===== src/rtl/riscv_pkg.sv =====
// rtl/riscv_pkg.sv - shared types and constants for the load/store unit
package riscv_pkg;

  typedef enum logic {
    LSU_BYTE = 1'b0,
    LSU_HALF = 1'b1
  } lsu_size_t;

  typedef enum logic [1:0] {
    LSU_IDLE = 2'd0,
    LSU_REQ  = 2'd1,
    LSU_RESP = 2'd2,
    LSU_DONE = 2'd3
  } lsu_state_t;

  localparam logic [1:0] LSU_BE_HALF = 2'b11;

endpackage


===== src/rtl/lsu_align.sv =====
// rtl/lsu_align.sv - byte-lane steering for stores and lane select/extension for loads
module lsu_align
  import riscv_pkg::*;
(
  input  lsu_size_t   size,
  input  logic        addr_lsb,
  input  logic        is_unsigned,
  input  logic [15:0] st_data,
  input  logic [15:0] ld_data,
  output logic [1:0]  be,
  output logic [15:0] st_lanes,
  output logic [15:0] ld_result
);

  logic [7:0] ld_byte;

  always_comb begin
    be        = LSU_BE_HALF;
    st_lanes  = st_data;
    ld_result = ld_data;
    ld_byte   = addr_lsb ? ld_data[15:8] : ld_data[7:0];
    if (size == LSU_BYTE) begin
      be        = addr_lsb ? 2'b10 : 2'b01;
      // Replicating the byte lets memory pick whichever lane be selects.
      st_lanes  = {st_data[7:0], st_data[7:0]};
      ld_result = is_unsigned ? {8'h00, ld_byte} : {{8{ld_byte[7]}}, ld_byte};
    end
  end

endmodule


===== src/rtl/lsu_unit.sv =====
// rtl/lsu_unit.sv - memory-stage load/store unit with req/gnt/rvalid bus handshake; optional LSU_BUS_TIMEOUT_EN bus wait limit
module lsu_unit
  import riscv_pkg::*;
#(
  parameter int TIMEOUT_CYCLES = 16
) (
  input  logic        clk_i,
  input  logic        rst_i,
  input  logic        op_valid_i,
  output logic        op_ready_o,
  input  logic        op_load_i,
  input  logic        op_size_i,
  input  logic        op_unsigned_i,
  input  logic [15:0] op_addr_i,
  input  logic [15:0] op_wdata_i,
  input  logic [2:0]  op_rd_i,
  output logic        dmem_req_o,
  output logic        dmem_we_o,
  output logic [14:0] dmem_addr_o,
  output logic [1:0]  dmem_be_o,
  output logic [15:0] dmem_wdata_o,
  input  logic        dmem_gnt_i,
  input  logic        dmem_rvalid_i,
  input  logic [15:0] dmem_rdata_i,
  output logic        done_o,
  output logic [15:0] read_data_o,
  output logic [2:0]  rd_addr_o,
  output logic        write_en_o,
  output logic        err_o,
  output logic        err_timeout_o
);

  lsu_state_t  state, next;
  logic        accept, misaligned, capture, to_err, timeout, in_req;
  logic        load_q, unsigned_q, err_q, err_to_q;
  lsu_size_t   size_q;
  logic [15:0] addr_q, wdata_q, rdata_q;
  logic [2:0]  rd_q;
  logic [1:0]  be_w;
  logic [15:0] st_lanes_w, ld_result_w;

  assign misaligned = op_size_i & op_addr_i[0];

  always_ff @(posedge clk_i or posedge rst_i) begin
    if (rst_i) state <= LSU_IDLE;
    else       state <= next;
  end

  always_comb begin
    next    = state;
    accept  = 1'b0;
    capture = 1'b0;
    to_err  = 1'b0;
    case (state)
      LSU_IDLE: if (op_valid_i) begin
        accept = 1'b1;
        next   = misaligned ? LSU_DONE : LSU_REQ;
      end
      LSU_REQ: if (dmem_gnt_i) begin
        next = load_q ? LSU_RESP : LSU_DONE;
      end else if (timeout) begin
        next   = LSU_DONE;
        to_err = 1'b1;
      end
      LSU_RESP: if (dmem_rvalid_i) begin
        next    = LSU_DONE;
        capture = 1'b1;
      end else if (timeout) begin
        next   = LSU_DONE;
        to_err = 1'b1;
      end
      default: next = LSU_IDLE;
    endcase
  end

`ifdef LSU_BUS_TIMEOUT_EN
  localparam int CW = $clog2(TIMEOUT_CYCLES + 1);
  logic [CW-1:0] wait_cnt;

  // wait_cnt holds the number of earlier absent cycles, so wait cycle N sees N-1.
  assign timeout = (wait_cnt == CW'(TIMEOUT_CYCLES - 1));

  always_ff @(posedge clk_i or posedge rst_i) begin
    if (rst_i)                                        wait_cnt <= '0;
    else if (state != next)                           wait_cnt <= '0;
    else if (state == LSU_REQ || state == LSU_RESP)   wait_cnt <= wait_cnt + 1'b1;
  end
`else
  logic unused_timeout_cfg;
  assign unused_timeout_cfg = (TIMEOUT_CYCLES != 0);
  assign timeout = 1'b0;
`endif

  always_ff @(posedge clk_i or posedge rst_i) begin
    if (rst_i) begin
      load_q     <= 1'b0;
      size_q     <= LSU_BYTE;
      unsigned_q <= 1'b0;
      addr_q     <= '0;
      wdata_q    <= '0;
      rd_q       <= '0;
      rdata_q    <= '0;
      err_q      <= 1'b0;
      err_to_q   <= 1'b0;
    end else if (accept) begin
      load_q     <= op_load_i;
      size_q     <= lsu_size_t'(op_size_i);
      unsigned_q <= op_unsigned_i;
      addr_q     <= op_addr_i;
      wdata_q    <= op_wdata_i;
      rd_q       <= op_rd_i;
      rdata_q    <= '0;
      err_q      <= misaligned;
      err_to_q   <= 1'b0;
    end else if (capture) begin
      rdata_q <= ld_result_w;
    end else if (to_err) begin
      err_q    <= 1'b1;
      err_to_q <= 1'b1;
    end
  end

  lsu_align u_align (
    .size        (size_q),
    .addr_lsb    (addr_q[0]),
    .is_unsigned (unsigned_q),
    .st_data     (wdata_q),
    .ld_data     (dmem_rdata_i),
    .be          (be_w),
    .st_lanes    (st_lanes_w),
    .ld_result   (ld_result_w)
  );

  // Bus outputs are gated by state so nothing toggles on the bus outside REQ.
  assign in_req       = (state == LSU_REQ);
  assign dmem_req_o   = in_req;
  assign dmem_we_o    = in_req & ~load_q;
  assign dmem_addr_o  = in_req ? addr_q[15:1] : '0;
  assign dmem_be_o    = in_req ? be_w : '0;
  assign dmem_wdata_o = in_req ? st_lanes_w : '0;

  assign op_ready_o    = (state == LSU_IDLE);
  assign done_o        = (state == LSU_DONE);
  assign read_data_o   = rdata_q;
  assign rd_addr_o     = rd_q;
  assign err_o         = err_q;
  assign err_timeout_o = err_to_q;
  assign write_en_o    = done_o & load_q & ~err_q;

endmodule


===== config.mk =====
export PLATFORM = sky130hd
export DESIGN_NAME = lsu_unit
export DESIGN_NICKNAME = d
export VERILOG_FILES = /design/src/rtl/riscv_pkg.sv /design/src/rtl/lsu_align.sv /design/src/rtl/lsu_unit.sv
export SDC_FILE = /design/constraint.sdc
export NUM_CORES = 1
export LEC_CHECK = 0
export ABC_AREA = 1
export ABC_CLOCK_PERIOD_IN_PS = 3800
export BUFFER_PORTS_ARGS = -buffer_cell sky130_fd_sc_hd__buf_4
export CORE_ASPECT_RATIO = 1.4
export CORE_UTILIZATION = 52
export DETAILED_ROUTE_END_ITERATION = 16
export GPL_TIMING_DRIVEN = 0
export PLACE_DENSITY = 0.95
export SLEW_MARGIN = 20
export SYNTH_ARGS = -nofsm -noshare
export SYNTH_HDL_FRONTEND = slang
export SYNTH_SLANG_ARGS = --single-unit

===== constraint.sdc =====
create_clock -name clk_i -period 3.8 [get_ports clk_i]
set_input_delay 0.38 -clock clk_i [delete_from_list [all_inputs] [get_ports clk_i]]
set_output_delay 0.38 -clock clk_i [all_outputs]
set_load 0.03 [all_outputs]

==> impl_metrics.py <==
metrics = {
    "status": {
        "status": "finished clean",
    },
    "timing": {
        "holdWs_ns": 0.162,
        "hold_viol": 0,
        "tns_ns": 0,
        "finalCriticalPeriod_ns": 2.37,
        "setup_viol": 0,
        "max_freq_mhz": 422,
        "post-route-period-util": 0.624,
        "grt_setup_unrepaired": "false",
        "drv_slew": 0,
        "fin_worst_skew_ns": 0.00878,
        "worst_pin_slew_ns": 0.696,
        "relSlewSlack": 0.536,
        "fin_ws_ns": 1.43,
    },
    "global_routing": {
        "grt-busiest-layer": "met2",
        "grt_use_met2": 0.469,
        "track_usage": 0.270,
        "use_met3": 0.0859,
        "grt_overflow": 0,
        "grt_pass1_vias": 2741,
        "gr-usage-met1": 0.309,
        "antenna_found_initial": 0,
        "grt_pass1_wl_mm": 12.1,
        "grt_max_degree": 58,
    },
    "detailed_routing": {
        "dr.pass1.iters": 4,
        "routed_wl_mm": 7.44,
        "vias": 2875,
        "drc_errors": 0,
        "wl_per_cell_um": 12.5,
        "avgViaCountPerCell": 4.84,
        "drtIter0Drc": 102,
        "final_antenna_net_count": 0,
    },
    "worst_setup_path": {
        "crit_path_end_kind": "primary output",
        "cp_max_fo": 10,
        "required_ns": 3.42,
        "critPathTopFamily": "buffers and inverters",
        "crit_end": "dmem_wdata_o[10]",
        "cp.depth": 6,
        "crit_start": "state[1]",
        "start_kind": "flip-flop",
        "critPathKind": "flip-flop to primary output",
        "r2r-end": "read_data_o[8]",
        "critPathSlowestCell": "dfrtp_1",
        "cp.arrival_ns": 1.99,
        "ff2ff_setup_slack_ns": 2.17,
        "r2r-start": "state[0]",
        "path_cells": "inv_1 > ha_1 > clkbuf_1 > o21ai_0 > nor2_1 > buf_4",
        "critical-path-max-stage-delay_ns": 0.43,
        "worstRegToRegCells": 8,
        "timing.critical_path.buf_inv": 3,
    },
    "cells_and_area": {
        "final_common_cell": "nand2_1",
        "nFillCells": 382,
        "layout-drive-gt1-share": 0.295,
        "syn_to_final_growth_pct": 41.4,
        "layout.cells.non_filler": 594,
        "antenna_cells": 0,
        "multiInputGateArea_um2": 1170,
        "final_util": 0.776,
        "register_area_um2": 1430,
        "layout_common_cells": "193 x nand2_1, 125 x buf_4, 57 x dfrtp_1",
        "nNetsFinal": 588,
    },
    "floorplan": {
        "die-area_um2": 5870,
        "fp-row-count": 31,
        "initial_utilization": 0.549,
        "core-area_um2": 5280,
        "io_pins": 118,
        "die_y_um": 90.3,
        "fp.dieW_um": 65.1,
    },
    "run": {
        "cap_violations": 0,
    },
    "clock_tree": {
        "cts_buffers": 9,
        "cts-root-buf": "clkbuf_8",
        "post_cts_resized": 0,
        "cts_setup_buffers": 0,
        "postCtsHoldBufs": 0,
        "cts.sinks": 57,
        "clk_latency_ns": 0.33,
        "cts.path.max_buffers": 2,
        "cts_tree": "done",
        "clk_pin_slew_ns": 0.06,
        "ctsHtreeMaxLevel": 3,
    },
    "logic_synthesis": {
        "yosysSeqAreaShare": 0.493,
        "synth_top_area_share": 0.493,
        "ys_ff_latch": 57,
        "synth.distinct_cells": 22,
        "syn_inst": 396,
        "synth_area_um2": 2900,
        "yosysWarnings": 0,
        "synthTopCellsByArea": "dfrtp_1 49%, nand2_1 25%, inv_1 5.8%",
        "syn_area_per_cell_um2": 7.31,
        "synth_fp_nets": 461,
        "yosys.area.top_type": "dfrtp_1",
    },
    "pwr": {
        "power_density_nw_per_um2": 904,
        "leakage_nw": 2.52,
        "internal_power_mw": 2.03,
        "p_sw_frac": 0.451,
        "p_sw_mw": 1.67,
        "p_seq_frac": 0.295,
        "power.share.clock": 0.188,
        "p_comb_frac": 0.517,
        "ir_drop_mv": 0.513,
    },
    "place": {
        "port_buffers": 116,
        "place_ws_ns": 1.76,
        "dpl.hpwl_mm": 5.53,
        "gp_congestion": 0.777,
        "place_inst": 578,
    },
    "min_path": {
        "hp-class": "primary input to async pin",
    },
}
worst min path at each step:
stage / from / to / slack, ns / cells past startpoint
after floorplan: addr_q[12] / addr_q[12] / 0.45 / 2
after global placement: addr_q[3] / addr_q[3] / 0.46 / 2
after detailed placement: addr_q[8] / addr_q[8] / 0.47 / 2
after CTS: rst_i / wdata_q[11] / 0.18 / 2
after global routing: rst_i / read_data_o[12] / 0.21 / 2
final: rst_i / read_data_o[8] / 0.16 / 2
layer usage:
metal / share of wire / vias to the layer above
li1: - / 1417
met1: 0.39 / 1326
met2: 0.52 / 118
met3: 0.072 / 14
met4: 0.017 / 0
met5: 0 / -
metrics by stage:
stage | cell area, µm² | power, mW
after floorplan | 2900 | 2.34
after global placement | 3850 | 2.94
after detailed placement | 3850 | 3.01
after CTS | 4100 | 3.72
after global routing | 4100 | 3.96
final | 4100 | 3.70
state kept, by name, summed over array words and instances (netlist names):
register     flops
rd_addr_o        3
err_o            1
unsigned_q       1
size_q           1
load_q           1
read_data_o     16
wdata_q         16
addr_q          16
state            2
kinds of logic after synthesis:
family                   synth area share
adder cells (fa/ha/maj)            0.0259
AND/OR/NAND/NOR                     0.329
flip-flops                          0.493
other                             0.00130
buffers and inverters               0.104
AO/OA/AOI/OAI                      0.0471
cell usage after synthesis (all sizes together):
| cell type | number |
|---|---|
| conb | 1 |
| nor2 | 42 |
| buf | 13 |
| ha | 6 |
| inv | 48 |
| dfrtp | 57 |
| nand2 | 197 |
| nand3 | 4 |
| o211ai | 1 |
| clkbuf | 3 |
| a21oi | 2 |
| o21ai | 22 |
power groups by stage:
| stage | registers [mW] | clock network (mW) | logic [mW] |
|---|---|---|---|
| final | 1.09 | 0.697 | 1.91 |
| after global routing | 1.13 | 0.737 | 2.09 |
| after CTS | 1.08 | 0.706 | 1.93 |
| after detailed placement | 1.09 | 0 | 1.92 |
| after global placement | 1.08 | 0 | 1.86 |
| after floorplan | 1.25 | 0 | 1.09 |
final cells by class:
type,count,share of cell area
plain buffers,16,0.0296
flip-flops and latches,57,0.348
clock inverters,5,0.0251
well taps,66,0.0202
clock buffers,11,0.0345
inverters,48,0.0446
multi-input cells,275,0.285
repair buffers,116,0.213
No activity file was read; power rests on OpenSTA's default activity.
